===== src/rtl/fan_ramp_controller.sv =====
// N-level fan speed controller: up/down level select, slewed duty ramp toward a
// per-level target, and a frame-latched PWM output that never glitches mid-frame.
module fan_ramp_controller #(
    parameter int SYS_FREQ_MHZ = 125,
    parameter int PWM_FREQ_HZ  = 200,
    parameter int DUTY_W       = 12,
    parameter int LEVELS       = 8,
    parameter int MIN_DUTY     = 1023,
    parameter int RAMP_STEP    = 16,
    parameter int RAMP_TICK_US = 1000,
    parameter int WRAP         = 1
) (
    input  logic                      clk,
    input  logic                      reset_n,
    input  logic                      speed_up,
    input  logic                      speed_dn,
    input  logic                      fan_en,
    input  logic                      stop_req,
    output logic [$clog2(LEVELS)-1:0] level,
    output logic [LEVELS-1:0]         level_onehot,
    output logic [DUTY_W-1:0]         duty_cur,
    output logic                      ramping,
    output logic                      running,
    output logic                      pwm
);

    localparam int LW        = $clog2(LEVELS);
    localparam int DUTY_MAX  = (1 << DUTY_W) - 1;
    localparam int FRAME_CYC = (SYS_FREQ_MHZ * 1_000_000) / PWM_FREQ_HZ;
    localparam int PRE       = FRAME_CYC >> DUTY_W;
    localparam int PRE_W     = (PRE > 1) ? $clog2(PRE) : 1;
    localparam int TICK_CYC  = RAMP_TICK_US * SYS_FREQ_MHZ;
    localparam int TICK_W    = (TICK_CYC > 1) ? $clog2(TICK_CYC) : 1;
    localparam logic [DUTY_W:0]   STEP_W1 = (DUTY_W + 1)'(RAMP_STEP);
    localparam logic [DUTY_W-1:0] STEP_N  = DUTY_W'(RAMP_STEP);

    if (PRE < 1) begin : g_pre_check
        $error("PWM prescaler is zero: frame too short for DUTY_W steps");
    end
    if (LEVELS < 3) begin : g_levels_check
        $error("LEVELS must be at least 3");
    end

    // Per-level target duties, flattened so the lookup is a plain mux on level.
    function automatic logic [LEVELS*DUTY_W-1:0] build_tgt();
        logic [LEVELS*DUTY_W-1:0] t;
        longint span;
        t    = '0;
        span = longint'(DUTY_MAX - MIN_DUTY);
        for (int k = 1; k < LEVELS; k++) begin
            t[k*DUTY_W +: DUTY_W] = DUTY_W'(longint'(MIN_DUTY) + (span * longint'(k - 1)) / longint'(LEVELS - 2));
        end
        return t;
    endfunction

    localparam logic [LEVELS*DUTY_W-1:0] TGT_TABLE = build_tgt();

    typedef enum logic [1:0] {IDLE, RAMP_UP, RAMP_DN, HOLD} ramp_state_t;

    ramp_state_t       state, state_nxt;
    logic [LW-1:0]     level_nxt;
    logic [DUTY_W-1:0] tgt_cur, tgt_nxt, duty_ramp, duty_nxt;
    logic [DUTY_W:0]   up_sum, dn_lim;
    logic [TICK_W-1:0] tick_cnt;
    logic              tick, forced;
    logic [PRE_W-1:0]  pre_cnt;
    logic              pre_adv;
    logic [DUTY_W-1:0] phase, duty_lat;

    assign forced  = !fan_en || stop_req;
    assign tgt_cur = TGT_TABLE[level*DUTY_W +: DUTY_W];
    assign tgt_nxt = TGT_TABLE[level_nxt*DUTY_W +: DUTY_W];
    assign tick    = (tick_cnt == TICK_W'(TICK_CYC - 1));
    assign pre_adv = (pre_cnt == PRE_W'(PRE - 1));
    assign up_sum  = {1'b0, duty_cur} + STEP_W1;
    assign dn_lim  = {1'b0, tgt_cur} + STEP_W1;

    always_comb begin
        level_nxt = level;
        if (forced) begin
            level_nxt = '0;
        end else if (speed_up && speed_dn) begin
            level_nxt = level;
        end else if (speed_up) begin
            if (level == LW'(LEVELS - 1)) level_nxt = (WRAP != 0) ? '0 : level;
            else                          level_nxt = level + LW'(1);
        end else if (speed_dn) begin
            if (level == '0) level_nxt = (WRAP != 0) ? LW'(LEVELS - 1) : level;
            else             level_nxt = level - LW'(1);
        end
    end

    // Steps are taken toward the target of the level currently held; a level
    // change lands this edge and is picked up as the new target on the next tick.
    always_comb begin
        duty_ramp = duty_cur;
        if (RAMP_STEP == 0) begin
            duty_ramp = tgt_cur;
        end else if (tick && state == RAMP_UP) begin
            duty_ramp = (up_sum > {1'b0, tgt_cur}) ? tgt_cur : up_sum[DUTY_W-1:0];
        end else if (tick && state == RAMP_DN) begin
            duty_ramp = ({1'b0, duty_cur} < dn_lim) ? tgt_cur : duty_cur - STEP_N;
        end
        duty_nxt = forced ? '0 : duty_ramp;
    end

    always_comb begin
        if (duty_nxt == tgt_nxt)     state_nxt = (tgt_nxt == '0) ? IDLE : HOLD;
        else if (duty_nxt < tgt_nxt) state_nxt = RAMP_UP;
        else                         state_nxt = RAMP_DN;
    end

    // NOTE: every register here uses <= so all state advances from the same
    // pre-edge snapshot; blocking assignments would leak new values across blocks.
    always_ff @(posedge clk) begin
        if (!reset_n) begin
            state        <= IDLE;
            level        <= '0;
            level_onehot <= LEVELS'(1);
            duty_cur     <= '0;
            ramping      <= 1'b0;
            running      <= 1'b0;
        end else begin
            state        <= state_nxt;
            level        <= level_nxt;
            level_onehot <= LEVELS'(1) << level_nxt;
            duty_cur     <= duty_nxt;
            ramping      <= (state_nxt == RAMP_UP) || (state_nxt == RAMP_DN);
            running      <= (duty_nxt != '0);
        end
    end

    always_ff @(posedge clk) begin
        if (!reset_n) tick_cnt <= '0;
        else          tick_cnt <= tick ? '0 : tick_cnt + TICK_W'(1);
    end

    // duty_lat only reloads at the frame boundary, so each frame's high time is fixed.
    always_ff @(posedge clk) begin
        if (!reset_n) begin
            pre_cnt  <= '0;
            phase    <= '0;
            duty_lat <= '0;
            pwm      <= 1'b0;
        end else begin
            pre_cnt <= pre_adv ? '0 : pre_cnt + PRE_W'(1);
            if (pre_adv) begin
                phase <= phase + DUTY_W'(1);
                if (phase == '1) duty_lat <= duty_cur;
            end
            pwm <= (phase < duty_lat);
        end
    end

endmodule

===== config.mk =====
export PLATFORM = sky130hd
export DESIGN_NAME = fan_ramp_controller
export DESIGN_NICKNAME = d
export VERILOG_FILES = /design/src/rtl/fan_ramp_controller.sv
export SDC_FILE = /design/constraint.sdc
export NUM_CORES = 1
export LEC_CHECK = 0
export ABC_AREA = 1
export CORE_ASPECT_RATIO = 0.75
export CORE_MARGIN = 2
export CORE_UTILIZATION = 55
export CTS_CLUSTER_SIZE = 12
export DETAILED_ROUTE_END_ITERATION = 6
export PLACE_DENSITY = 0.78
export SLEW_MARGIN = 30
export SYNTH_ARGS = -nofsm -noshare
export SYNTH_HDL_FRONTEND = slang
export SYNTH_SLANG_ARGS = --single-unit

===== constraint.sdc =====
create_clock -name clk -period 3.8 [get_ports clk]
set_input_delay 0.76 -clock clk [delete_from_list [all_inputs] [get_ports clk]]
set_output_delay 0.76 -clock clk [all_outputs]
set_load 0.1 [all_outputs]

==> summary.txt <==
Die
  • Die area: around 0.0097 mm2
  • Chip height: 85.9 um
  • Core box area: 0.00856 mm2
  • IO Pins: 32
  • Row Count: 29
  • Die width: about 110 um
  • Initial Util: 57.4%

Routing
  • Avg WL per Cell: roughly 15 um
  • Via density: between 5 and 6
  • TritonRoute pass-1 iters: 7
  • DRC viols: 1
  • DRT iter0 DRCs: just over 500
  • Routed via count: between 5000 and 6000
  • Final WL: approximately 14000 um
  • Detail Route Antenna Nets: 0

Global routing
  • Met1 GRT Util: approximately two fifths
  • Largest net degree at the start of global routing: 25
  • Met2 Track Usage GR: around 43%
  • Antenna violations before repair: 0
  • Grt met3 use: between 6 and 7%
  • Total GRT Usage: between 20% and 30%
  • Vias in the first global route: between 4000 and 5000
  • Global-route wire length before repair: between 20000 and 25000 um
  • GRT busiest layer: met2
  • Total gr overflow: 0

Setup path
  • R2R cell count: 28
  • Family with the most delay on the worst path: simple AND/OR/NAND/NOR gates
  • CP Depth: 28
  • Reg2reg end: state[0]
  • WP data required: about 4.1 ns
  • Critical Path Source Type: register
  • Crit-path slowest cell: dfxtp_4
  • Kind of critical path: reg2reg
  • Reg2reg setup slack: ~0.014 ns
  • CP Capture Type: register
  • Max stage delay on crit path: 0.41 ns
  • Crit path from: duty_cur[4]
  • Max FO, Critical Path: 6
  • Worst reg2reg startpoint: duty_cur[4]
  • Most common cell on crit path: nand2_2
  • Arrival time worst endpoint: 4.05 ns
  • Critical path buffer and inverter count: 6
  • Crit path to: state[0]

Finish
  • Final core occ: 72.1%
  • Layout area overhead: 25.5%
  • Filler cells: between 600 and 700
  • Most frequent cells in the layout: 144 x nand2_1, 110 x inv_1, 89 x nor2_1
  • Share of cells above drive strength 1: about 16%
  • Layout Nets: approximately 850
  • Commonest non-fill, non-tap cell in the layout: nand2_1
  • Antenna Cells: 0

Logic synthesis
  • Syn nets: 788
  • Post-Syn Area per Cell: 6.67 um2
  • Post-synth EDFFs: 0
  • #FFs+latches synth: between 70 and 80
  • Synth warn: 0
  • Ys flop type: dfxtp_1
  • Post-synth ARST share: 0%
  • Distinct cell type count after synthesis: 38
  • Cells after Synth: between 700 and 800
  • Seq/Total Area, Yosys: 31.3%
  • Mapped Area: between 0.004 and 0.005 mm2

Pwr
  • Pwr per Cell Area: 315 mW/mm2
  • Peak supply drop: ~0.34 mV
  • Sw frac: 26.5%
  • Net load switching power: just over 0.5 mW
  • Int Power: ~1.4 mW
  • Leakage: about 2.7 nW
  • Gate power share: 13.7%
  • Sequential Power Share: 42.5%
  • Clock group share of total power: ~44%

Timing
  • Max Clock Skew: 0.00526 ns
  • Max-slew headroom: ~34%
  • Period utilization: between 90% and 100%
  • RSZ-0062 raised after global routing: yes
  • Setup violators final: 0
  • Fmax: approximately 260 MHz
  • Worst hold slack: about 0.45 ns
  • Hold Fails Final Rpt: 0
  • Crit path time final: between 3 and 4 ns
  • Worst Tran Pin Value: roughly 0.99 ns
  • Slew Limit Fails: 0

Placement
  • Routability cong.: 0.963
  • Hpwl dp: about 10000 um
  • Input/output buffers: 31

CTS
  • Root Buffer: clkbuf_16
  • TritonCTS Buffers: 9
  • H-tree levels: 3
  • Clock Path Buffers: 2
  • CTS tree: built
  • Clk slew on worst S/H paths: ~0.06 ns
  • Clock Sink Count: 77
  • Clk_lat worst skew: roughly 0.34 ns

Hold path
  • Hold Path Class: reg2reg
  • Hold Crit Depth: 1

Run
  • MaxCap Viol Count: 0

Run status
  • Status: complete, but fails checks
  • Failing checks: design-rule violations
==> cells by family after synthesis <==
| logic type | after synthesis | synth area share [%] |
|---|---|---|
| flops | 77 | 31.3 |
| compound gates | 106 | 11.8 |
| buf+inv | 137 | 10.9 |
| simple gates | 365 | 33.2 |
| xor+xnor | 7 | 1.25 |
| fa+ha+maj | 45 | 11.4 |
==> metrics by stage <==
stage	area (um2)	cells	setup TNS (ns)	total power [mW]	setup slack (ns)
after floorplan	4940	737	0	1.00	0.00201
after global routing	6170	913	-0.408	2.01	-0.176
after global placement	5440	880	0	1.05	0.0736
after CTS	5730	895	0	1.90	0.0212
final	6170	913	0	1.94	0.0141
after detailed placement	5440	880	-0.0210	1.05	-0.0210
==> worst reg2reg max path: cells and delay by family, from the launching register on <==
family / cells / cell delay [ns]
and+or+nand+nor: 17 / 1.81
adders and majority gates: 2 / 0.56
buffers and inverters: 6 / 0.49
DFF: 1 / 0.41
AOI/OAI and AO/OA: 2 / 0.28
xor gates and xnor gates: 1 / 0.16
==> cells in the mapped netlist, drive strengths merged, types with 4 or more instances <==
cell,n,area (um2)
a21oi,51,255
xor2,5,43.8
nand4,15,100
nand2,167,662
o21a,4,30.0
nor4,6,52.6
o21ai,35,179
nand3,55,290
nor2,93,357
dfxtp,77,1540
ha,45,563
nor3,20,105
clkbuf,8,30.0
nor3b,8,60.1
inv,123,462
==> what timing repair did <==
action / in CTS / in global routing
pin swaps: 0 / 24
gates cloned: 0 / 1
gates resized for setup: 1 / 63
setup endpoints to repair: 2 / 3
buffers inserted: 0 / 17
hold buffers: 0 / 0
==> area by class of cell <==
type | count | area, um2 | share of cell area [%]
timing repair buffer | 63 | 563 | 9.12
tap | 108 | 135 | 2.19
sequential | 77 | 1570 | 25.4
inverter | 126 | 484 | 7.85
multi-input combinational | 524 | 3130 | 50.7
clock buffer | 11 | 243 | 3.93
clock inverter | 4 | 48.8 | 0.791
==> flip-flops by register name (all words and copies together) (netlist names) <==
signal        cells
duty_cur         12
duty_lat         12
level             3
level_onehot      8
phase            12
pre_cnt           8
pwm               1
ramping           1
running           1
state             2
tick_cnt         17
==> worst min path at each step <==
stage / from / endpoint / slack, ns
final: tick_cnt[0] / tick_cnt[0] / 0.45
after global routing: tick_cnt[0] / tick_cnt[0] / 0.47
after CTS: duty_lat[0] / duty_lat[0] / 0.45
after detailed placement: duty_lat[0] / duty_lat[0] / 0.45
after global placement: tick_cnt[0] / tick_cnt[0] / 0.43
after floorplan: tick_cnt[0] / tick_cnt[0] / 0.42
==> power groups by stage <==
stage | logic [mW] | registers, mW | clock network [mW]
after global placement | 0.204 | 0.843 | 0
after global routing | 0.292 | 0.826 | 0.894
final | 0.265 | 0.825 | 0.851
after floorplan | 0.135 | 0.866 | 0
after CTS | 0.210 | 0.825 | 0.861
after detailed placement | 0.208 | 0.843 | 0
==> layer usage <==
metal  vias up  routed length, um
li1       2526                  -
met3        23               1240
met4         0                190
met1      2348               6370
met5         -                  0
met2       222               6180
Power figures use the tool's default switching activity.
